<file path="src/rtl/enybul_pkg.sv">
// rtl/enybul_pkg.sv - shared direction codes, FSM encoding and park position for the enemy bullet
package enybul_pkg;

   typedef enum logic [1:0] {
      DIR_UP    = 2'b00,
      DIR_DOWN  = 2'b01,
      DIR_LEFT  = 2'b10,
      DIR_RIGHT = 2'b11
   } dir_t;

   typedef enum logic [1:0] {
      IDLE = 2'd0,
      FLY  = 2'd1,
      COOL = 2'd2
   } state_t;

   localparam logic [4:0] PARK_POS = 5'h1F;

endpackage

</file>
<file path="src/rtl/enybul_if.sv">
// rtl/enybul_if.sv - tank/game inputs and bullet outputs of the enemy-bullet controller
interface enybul_if;
   logic       enable;
   logic       step_tick;
   logic       fire_req;
   logic [4:0] enytank_xpos;
   logic [4:0] enytank_ypos;
   logic [1:0] enytank_dir;
   logic [4:0] mytank_xpos;
   logic [4:0] mytank_ypos;
   logic       reward_frozen;
   logic [4:0] enybul_x;
   logic [4:0] enybul_y;
   logic       enybul_state_feedback;
   logic [1:0] enybul_dir;
   logic       hit_mytank;

   modport master (
      output enable, step_tick, fire_req, enytank_xpos, enytank_ypos, enytank_dir,
             mytank_xpos, mytank_ypos, reward_frozen,
      input  enybul_x, enybul_y, enybul_state_feedback, enybul_dir, hit_mytank
   );

   modport slave (
      input  enable, step_tick, fire_req, enytank_xpos, enytank_ypos, enytank_dir,
             mytank_xpos, mytank_ypos, reward_frozen,
      output enybul_x, enybul_y, enybul_state_feedback, enybul_dir, hit_mytank
   );
endinterface

</file>
<file path="src/rtl/enybul_step.sv">
// rtl/enybul_step.sv - combinational one-cell grid step with off-grid detection
import enybul_pkg::*;

module enybul_step #(
   parameter int X_MAX = 24,
   parameter int Y_MAX = 12
) (
   input  logic [4:0] x,
   input  logic [4:0] y,
   input  dir_t       dir,
   output logic [4:0] nx,
   output logic [4:0] ny,
   output logic       off_grid
);

   // Edges are tested before the +/-1 so the result never wraps.
   always_comb begin
      nx       = x;
      ny       = y;
      off_grid = 1'b0;
      unique case (dir)
         DIR_UP:    if (y == 5'd0)         off_grid = 1'b1; else ny = y - 5'd1;
         DIR_DOWN:  if (y >= 5'(Y_MAX))    off_grid = 1'b1; else ny = y + 5'd1;
         DIR_LEFT:  if (x == 5'd0)         off_grid = 1'b1; else nx = x - 5'd1;
         DIR_RIGHT: if (x >= 5'(X_MAX))    off_grid = 1'b1; else nx = x + 5'd1;
         default:   off_grid = 1'b1;
      endcase
   end

endmodule

</file>
<file path="src/rtl/enybul_app.sv">
// rtl/enybul_app.sv - enemy-bullet controller: fire, fly, hit/edge retire, cool-down
// Optional ENYBUL_FREEZE_EN: reward_frozen holds the bullet still while in flight.
import enybul_pkg::*;

module enybul_app #(
   parameter int X_MAX      = 24,
   parameter int Y_MAX      = 12,
   parameter int COOL_TICKS = 2
) (
   input  logic   clk,
   input  logic   rst,
   enybul_if.slave bus
);

   localparam int CW = $clog2(COOL_TICKS + 1);

   state_t          state, next_state;
   logic [4:0]      x_q, y_q, x_d, y_d;
   dir_t            dir_q, dir_d;
   logic            hit_q, hit_d;
   logic [CW-1:0]   cnt_q, cnt_d;
   logic [4:0]      nx, ny;
   logic            off_grid;
   logic            match;
   logic            move_tick;
   logic            cool_done;

   enybul_step #(.X_MAX(X_MAX), .Y_MAX(Y_MAX)) u_step (
      .x        (x_q),
      .y        (y_q),
      .dir      (dir_q),
      .nx       (nx),
      .ny       (ny),
      .off_grid (off_grid)
   );

   assign match     = (x_q == bus.mytank_xpos) && (y_q == bus.mytank_ypos);
   assign cool_done = bus.step_tick && (cnt_q == CW'(COOL_TICKS - 1));

`ifdef ENYBUL_FREEZE_EN
   assign move_tick = bus.step_tick && !bus.reward_frozen;
`else
   logic unused_frozen;
   assign unused_frozen = bus.reward_frozen;
   assign move_tick     = bus.step_tick;
`endif

   always_ff @(posedge clk or posedge rst) begin
      if (rst) state <= IDLE;
      else     state <= next_state;
   end

   // Priority in flight: enable low, then hit, then off-grid, then move.
   always_comb begin
      next_state = state;
      if (!bus.enable) begin
         next_state = IDLE;
      end else begin
         unique case (state)
            IDLE:    if (bus.fire_req)             next_state = FLY;
            FLY:     if (match)                    next_state = COOL;
                     else if (move_tick && off_grid) next_state = COOL;
            COOL:    if (cool_done)                next_state = IDLE;
            default:                               next_state = IDLE;
         endcase
      end
   end

   always_comb begin
      x_d   = x_q;
      y_d   = y_q;
      dir_d = dir_q;
      hit_d = 1'b0;
      cnt_d = cnt_q;
      if (!bus.enable) begin
         x_d   = PARK_POS;
         y_d   = PARK_POS;
         dir_d = DIR_UP;
         cnt_d = '0;
      end else begin
         unique case (state)
            IDLE: begin
               cnt_d = '0;
               if (bus.fire_req) begin
                  x_d   = bus.enytank_xpos;
                  y_d   = bus.enytank_ypos;
                  dir_d = dir_t'(bus.enytank_dir);
               end
            end
            FLY: begin
               if (match) begin
                  hit_d = 1'b1;
                  x_d   = PARK_POS;
                  y_d   = PARK_POS;
                  cnt_d = '0;
               end else if (move_tick) begin
                  if (off_grid) begin
                     x_d   = PARK_POS;
                     y_d   = PARK_POS;
                     cnt_d = '0;
                  end else begin
                     x_d = nx;
                     y_d = ny;
                  end
               end
            end
            COOL: begin
               if (cool_done)          cnt_d = '0;
               else if (bus.step_tick) cnt_d = cnt_q + 1'b1;
            end
            default: begin
               x_d   = PARK_POS;
               y_d   = PARK_POS;
               cnt_d = '0;
            end
         endcase
      end
   end

   always_ff @(posedge clk or posedge rst) begin
      if (rst) begin
         x_q   <= PARK_POS;
         y_q   <= PARK_POS;
         dir_q <= DIR_UP;
         hit_q <= 1'b0;
         cnt_q <= '0;
      end else begin
         x_q   <= x_d;
         y_q   <= y_d;
         dir_q <= dir_d;
         hit_q <= hit_d;
         cnt_q <= cnt_d;
      end
   end

   assign bus.enybul_x              = x_q;
   assign bus.enybul_y              = y_q;
   assign bus.enybul_dir            = dir_q;
   assign bus.hit_mytank            = hit_q;
   assign bus.enybul_state_feedback = (state == FLY);

endmodule

</file>
<file path="src/flat_wrapper.sv">
// flat-port wrapper written by rule: the top's interface ports become plain ports
module enybul_app_flat 
#(
   parameter int X_MAX      = 24,
   parameter int Y_MAX      = 12,
   parameter int COOL_TICKS = 2
)
  (clk, rst, bus_enable, bus_step_tick, bus_fire_req, bus_enytank_xpos, bus_enytank_ypos, bus_enytank_dir, bus_mytank_xpos, bus_mytank_ypos, bus_reward_frozen, bus_enybul_x, bus_enybul_y, bus_enybul_state_feedback, bus_enybul_dir, bus_hit_mytank);
  enybul_if bus_i ();
  input  logic clk;
  input  logic rst;
  input wire logic [$bits(bus_i.enable)-1:0] bus_enable;
  input wire logic [$bits(bus_i.step_tick)-1:0] bus_step_tick;
  input wire logic [$bits(bus_i.fire_req)-1:0] bus_fire_req;
  input wire logic [$bits(bus_i.enytank_xpos)-1:0] bus_enytank_xpos;
  input wire logic [$bits(bus_i.enytank_ypos)-1:0] bus_enytank_ypos;
  input wire logic [$bits(bus_i.enytank_dir)-1:0] bus_enytank_dir;
  input wire logic [$bits(bus_i.mytank_xpos)-1:0] bus_mytank_xpos;
  input wire logic [$bits(bus_i.mytank_ypos)-1:0] bus_mytank_ypos;
  input wire logic [$bits(bus_i.reward_frozen)-1:0] bus_reward_frozen;
  output wire logic [$bits(bus_i.enybul_x)-1:0] bus_enybul_x;
  output wire logic [$bits(bus_i.enybul_y)-1:0] bus_enybul_y;
  output wire logic [$bits(bus_i.enybul_state_feedback)-1:0] bus_enybul_state_feedback;
  output wire logic [$bits(bus_i.enybul_dir)-1:0] bus_enybul_dir;
  output wire logic [$bits(bus_i.hit_mytank)-1:0] bus_hit_mytank;
  assign bus_i.enable = bus_enable;
  assign bus_i.step_tick = bus_step_tick;
  assign bus_i.fire_req = bus_fire_req;
  assign bus_i.enytank_xpos = bus_enytank_xpos;
  assign bus_i.enytank_ypos = bus_enytank_ypos;
  assign bus_i.enytank_dir = bus_enytank_dir;
  assign bus_i.mytank_xpos = bus_mytank_xpos;
  assign bus_i.mytank_ypos = bus_mytank_ypos;
  assign bus_i.reward_frozen = bus_reward_frozen;
  assign bus_enybul_x = bus_i.enybul_x;
  assign bus_enybul_y = bus_i.enybul_y;
  assign bus_enybul_state_feedback = bus_i.enybul_state_feedback;
  assign bus_enybul_dir = bus_i.enybul_dir;
  assign bus_hit_mytank = bus_i.hit_mytank;
  enybul_app #(.X_MAX(X_MAX), .Y_MAX(Y_MAX), .COOL_TICKS(COOL_TICKS)) u_core (.clk(clk), .rst(rst), .bus(bus_i));
endmodule
</file>
<file path="config.mk">
export PLATFORM = sky130hd
export DESIGN_NAME = enybul_app_flat
export DESIGN_NICKNAME = d
export VERILOG_FILES = /design/src/rtl/enybul_pkg.sv /design/src/rtl/enybul_if.sv /design/src/rtl/enybul_step.sv /design/src/rtl/enybul_app.sv /design/src/flat_wrapper.sv
export SDC_FILE = /design/constraint.sdc
export NUM_CORES = 1
export LEC_CHECK = 0
export CAP_MARGIN = 20
export CORE_UTILIZATION = 45
export DETAILED_ROUTE_END_ITERATION = 12
export GPL_TIMING_DRIVEN = 0
export MAX_ROUTING_LAYER = met4
export PLACE_DENSITY = 0.85
export SETUP_SLACK_MARGIN = 0.05
export SYNTH_ARGS = -nofsm -noshare
export SYNTH_HDL_FRONTEND = slang
export SYNTH_SLANG_ARGS = --single-unit
export TNS_END_PERCENT = 100
</file>
<file path="constraint.sdc">
create_clock -name clk -period 4.3 [get_ports clk]
set_input_delay 0.645 -clock clk [delete_from_list [all_inputs] [get_ports clk]]
set_output_delay 0.645 -clock clk [all_outputs]
set_load 0.02 [all_outputs]
</file>
# Word level (Yosys, flattened, before mapping)
# Index checks and enable logic that the tools add are counted.
[totals]
register_bits = 17
latch_bits = 0
ram_bits = 0
rom_bits = 0
inputBits = 28
output_inout_bits = 14
n_memories = 0
[classes]
add_sub_neg = 5
n_mul = 0
div_mod_pow = 0
magnitude_cmp = 2
eq_ne = 23
n_shift = 0
n_mux = 42
n_bitwise = 0
reduce_logical = 12
[ops]
columns = ["cell", "count"]
rows = [
  ["$mux 5", 14],
  ["$pmux 5 s3", 2],
  ["$mux 2", 14],
  ["$ne 6x4->1 const B", 4],
  ["$pmux 5 s2", 2],
  ["$ne 6x2->1 const B", 2],
  ["$reduce_and 6->1", 2],
  ["$add 5x1->5 const B", 2],
  ["$eq 5x5->1", 2],
  ["$logic_not 5->1", 2],
  ["$sub 5x1->5 const B", 2],
  ["$ne 4x2->1 const B", 2],
  ["$ne 4x3->1 const B", 2],
  ["$mux 1", 7],
  ["$eq 2x1->1 const B", 3],
  ["$eq 2x2->1 const B", 3],
  ["$pmux 2 s3", 1],
  ["$reduce_and 3->1", 2],
  ["$ge 5x4->1 const B", 1],
  ["$ge 5x5->1 const B", 1],
  ["$logic_not 2->1", 2],
  ["$ne 2x1->1 const B", 2],
  ["$pmux 1 s4", 1],
  ["$pmux 2 s2", 1],
  ["6 further kinds", 8],
]

# Longest topological paths before layout
[logic_depth]
ltp_word = 8
depth_mapped = 9
depth_no_buf = 9

# Hierarchy
# From an unflattened synthesis, not the netlist that was laid out.
[hier_totals]
hier_cells = 176
hier_area_um2 = 1526.5
[modules_own_cells]
columns = ["module", "n_inst", "cells_per_inst", "area_per_inst_um2", "seq_area_each_um2"]
rows = [
  ["enybul_app", 1, 104, 1041.0, 437.9],
  ["enybul_step", 1, 72, 485.5, 0.0],
]

# Least setup slack after synthesis
# OpenSTA, ideal clock, no wires.
[synth_timing]
path_kind = "in2reg"
start = "input bus_mytank_xpos[3]"
end = "register u_core.y_q[0], in the netlist u_core.bus.enybul_y[0]"
setup_ns = 0.082
t_arrival_ns = 2.060
required_time_ns = 4.218
setup_slack_ns = 2.157
stages = 6
n_path_buf = 0
cell_sequence = "xnor2_1 > nand4_1 > nor4_4 > nor2_2 > a21boi_4 > mux2_2"
[synth_via]
elab_chain_len = 5
elab_cells_between_ends = 10
[synth_rtl]
columns = ["item", "line", "source"]
rows = [
  ["from (decl)", "flat_wrapper.sv:18", "input wire logic [$bits(bus_i.mytank_xpos)-1:0] bus_mytank_xpos;"],
  ["$eq 5x5->1 (*)", "enybul_app.sv:37", "assign match = (x_q == bus.mytank_xpos) && (y_q == bus.mytank_ypos);"],
  ["$logic_and 1x1->1 (*)", "enybul_app.sv:37", ""],
  ["$mux 5", "enybul_app.sv:91", "if (match) begin"],
  ["$pmux 5 s3", "enybul_app.sv:81", "unique case (state)"],
  ["$mux 5", "enybul_app.sv:75", "if (!bus.enable) begin"],
  ["to (signal assigned)", "enybul_app.sv:129", "y_q <= y_d;"],
  ["to (decl)", "enybul_app.sv:18", "logic [4:0] x_q, y_q, x_d, y_d;"],
]
# Every way passes the cells marked *; elsewhere a longest branch is shown, timed or not.
# A chain may end at the register's enable or synchronous reset.

# Worst setup path after layout
[layout_timing]
start = "register u_core.state[0]"
end = "output bus_enybul_state_feedback"
[layout_via]
elab_chain_len = 1
[layout_rtl]
columns = ["item", "line", "source"]
rows = [
  ["from (decl)", "enybul_app.sv:17", "state_t state, next_state;"],
  ["from (signal assigned)", "enybul_app.sv:50", "else state <= next_state;"],
  ["$eq 2x1->1", "enybul_app.sv:140", "assign bus.enybul_state_feedback = (state == FLY);"],
  ["to (decl)", "flat_wrapper.sv:23", "output wire logic [$bits(bus_i.enybul_state_feedback)-1:0] bus_enybul_state_feedback;"],
]
# Every way passes these cells.

==> summary.md <==
| Metric | Value |
|---|---|
| Run status | `complete, but fails checks` |
| Failing checks | `DRC` |
| Buffers added on ports | `39` |
| H-tree levels | `1` |
| Final setup skew | `between 8 and 9 ps` |
| Clock Sinks | `17` |
| GR Util met3 | `1.56%` |
| Sequential element share of the synthesized area | `31.0%` |
| Mapped cell area | `between 1000 and 1500 um2` |
| Final Critical Period | `between 2000 and 3000 ps` |
| Routability cong. | `just over 0.8` |
| Worst Hold Launch | `u_core.cnt_q[1]` |
| Area Overhead vs Synth | `32.2%` |
| Worst path arrival time | `1950 ps` |
| GRT overflow | `0` |
| IR drop worst, VDD | `between 0.15 and 0.2 mV` |
| Leakage | `between 0.7 and 0.8 nW` |
| FF-to-FF Start | `u_core.bus.enybul_y[1]` |
| WHS Path Cells | `2` |
| Cts bufs inserted | `3` |
| Vias in the first global route | `roughly 1,300` |
| CP endpoint kind | `output port` |
| Crit Path Category | `flip-flop to output port` |
| Worst reg2reg path depth | `6` |
| Clock root buffer | `clkbuf_4` |
| Register clock-pin slew on the reported worst setup and hold paths | `100 ps` |
| Largest buffer count on any clock path | `2` |
| Reg2reg end | `u_core.bus.enybul_y[0]` |
| Post-synth EDFFs | `0` |
| Effective utilization at floorplan | `~50%` |
| GRT Max-Usage Layer | `met2` |
| Worst-case setup margin in the final layout | `between 1500 and 2000 ps` |
| CP Launch Type | `flip-flop` |
| Drt first-iter violations | `58` |
| Core area | `about 2900 um2` |
| Die area | `between 3000 and 4000 um2` |
| Post-synth cell types | `40` |
| Post-Place Setup Slack | `1430 ps` |
| Initial antenna violation count | `0` |
| Via Count | `1,337` |
| Fin. Hold Viols | `0` |
| Max-cap violations | `0` |
| Hold Path Class | `flip-flop to flip-flop` |
| Fraction of registers with async set/reset | `between 90% and 100%` |
| Fin crit share | `60.4%` |
| ANT cells | `0` |
| Finished Core Util | `65.5%` |
| Chip Width | `58.0 um` |
| Pin count of the biggest net entering global routing | `18` |
| Pwr Density | `between 300 and 400 nW/um2` |
| CP max FO | `10` |
| Post-DP HPWL | `2680 um` |
| Post-synthesis register bit count | `17` |
| Syn_area_per_cell | `9.06 um2` |
| Total track usage | `a little under a quarter` |
| CTS Hold Bufs | `0` |
| Met1 layer usage reported by global route | `30.0%` |
| Post-CTS sizing | `0` |
| Main flop type after synthesis | `dfstp_2` |
| CP cell instances | `buf_2 > inv_1 > nor2_1 > clkdlybuf4s50_1` |
| Post-Syn Instances | `roughly 160` |
| CP max-delay cell | `clkdlybuf4s50_1` |
| Routed wire per std cell | `15.3 um` |
| RSZ-0062 raised after global routing | `no` |
| WP data required | `around 3700 ps` |
| Fmax | `between 300 and 400 MHz` |
| First-pass DRT Iterations | `8` |
| Share of cells above drive strength 1 | `about an eighth` |
| Vert. Die Dim | `~58 um` |
| Ys Warns | `0` |
| I/O pin cnt | `42` |
| Endpoints failing setup | `0` |
| Post-CTS setup buffers | `0` |
| Rows | `19` |
| Fin nets | `238` |
| Residual DRC | `5` |
| Worst reg-to-reg setup slack | `approximately 1900 ps` |
| Hold Path End | `u_core.cnt_q[1]` |
| Drt via density | `~5.8` |
| M2 GR Usage | `about 40%` |
| Largest stage delay, worst path | `about 670 ps` |
| Clock Latency Late Sink | `~290 ps` |
| Syn nets | `194` |
| Routed Antenna Nets | `0` |
| CTS tree | `done` |
| Worst-Margin Slew | `roughly 740 ps` |
| Slew Viols, Final | `0` |
| Crit path max-delay family | `buffers and inverters` |
| WP depth | `4` |
| CP bufs+invs | `3` |
| Fillers | `~250` |
| Setup TNS | `0 ps` |
| Final WL | `approximately 3500 um` |
| Slew Limit Headroom | `50.0%` |
| First-pass GRT wire length | `5970 um` |
## per-layer routing
layer  up-vias  wire length, um
met5         -                0
met4         0               50
met3         4              140
met2        41             1740
met1       652             1580
li1        640                -
## through the flow
step	area (um2)	hold WS (ps)	std cells	power (W)
6_report	1870	503	230	0.000573
5_1_grt	1870	525	230	0.000615
4_1_cts	1870	507	230	0.000574
3_5_place_dp	1840	493	226	0.000488
3_3_place_gp	1840	484	226	0.000479
2_1_floorplan	1410	476	156	0.000391
## worst max path at each step
stage / start / end
after floorplan: bus_mytank_xpos[3] / u_core.bus.enybul_y[0]
after global placement: bus_mytank_xpos[1] / u_core.bus.enybul_y[3]
after detailed placement: bus_mytank_xpos[1] / u_core.bus.enybul_y[0]
after CTS: u_core.state[0] / bus_enybul_state_feedback
after global routing: u_core.state[0] / bus_enybul_state_feedback
final: u_core.state[0] / bus_enybul_state_feedback
## where the power goes
group | leakage [nW] | switching [W] | internal, W | total (W)
sequential | 0.201 | 0.0000371 | 0.000191 | 0.000228
clock | 0.0150 | 0.0000493 | 0.0000360 | 0.0000853
combinational | 0.552 | 0.000127 | 0.000133 | 0.000260
total | 0.768 | 0.000213 | 0.000360 | 0.000573
## state kept, by name (all words and copies together) (netlist names)
register	flops
u_core.bus.hit_mytank	1
u_core.bus.enybul_dir	2
u_core.bus.enybul_x	5
u_core.cnt_q	2
u_core.bus.enybul_y	5
u_core.state	2
## worst register-to-register path, stage by stage, from the launching register on
cell and delay (ps):
dfstp_2 610, xnor2_1 130, nand4_1 140, nor4_4 660, nor2_2 130, a21boi_4 260, mux2_2 370
## cells by family after synthesis
kind of cell	Yosys count	synth area share, %
adders and majority gates	10	9.92
and+or+nand+nor	53	19.1
AOI/OAI and AO/OA	40	21.3
muxes	5	3.99
DFF	17	31.0
xor gates and xnor gates	18	11.2
buffers and inverters	13	3.54
## cell usage in the layout, fill, tap and decap left out, types with 2 or more instances in the layout
cell type,synthesis,final
ha_1,8,8
mux2_2,5,5
dfrtp_1,7,7
nand2_1,16,16
clkdlybuf4s50_1,0,39
nand4_1,2,2
nand3_1,4,4
a21o_1,4,4
clkbuf_1,2,3
dfstp_2,10,10
inv_1,10,10
a21boi_0,2,2
clkbuf_4,0,3
xnor2_1,14,14
o32ai_1,2,2
nor2b_1,3,3
and2_1,3,3
nor2_1,12,12
nor3_1,3,3
a311oi_1,4,4
xor2_1,4,4
nor2_2,2,2
a21oi_1,10,10
o21ai_0,7,7
nand2b_1,4,4
fa_1,2,2
## synthesized netlist by cell type, types with 5 or more instances
cell / number / share of area, %
ha_1: 8 / 7.1
nand2_1: 16 / 4.3
nor2_1: 12 / 3.2
mux2_2: 5 / 4.0
dfrtp_1: 7 / 12
xnor2_1: 14 / 8.7
dfstp_2: 10 / 19
a21oi_1: 10 / 3.5
o21ai_0: 7 / 2.5
inv_1: 10 / 2.7
## cell type report
cell class | instances | area (um2) | share of cell area, %
Clock buffer | 4 | 26.3 | 1.41
Timing Repair Buffer | 39 | 390 | 20.9
Tap cell | 31 | 38.8 | 2.08
Sequential cell | 17 | 438 | 23.4
Inverter | 10 | 37.5 | 2.01
Buffer | 3 | 12.5 | 0.670
Multi-Input combinational cell | 126 | 925 | 49.5
No activity file was read; power rests on OpenSTA's default activity.
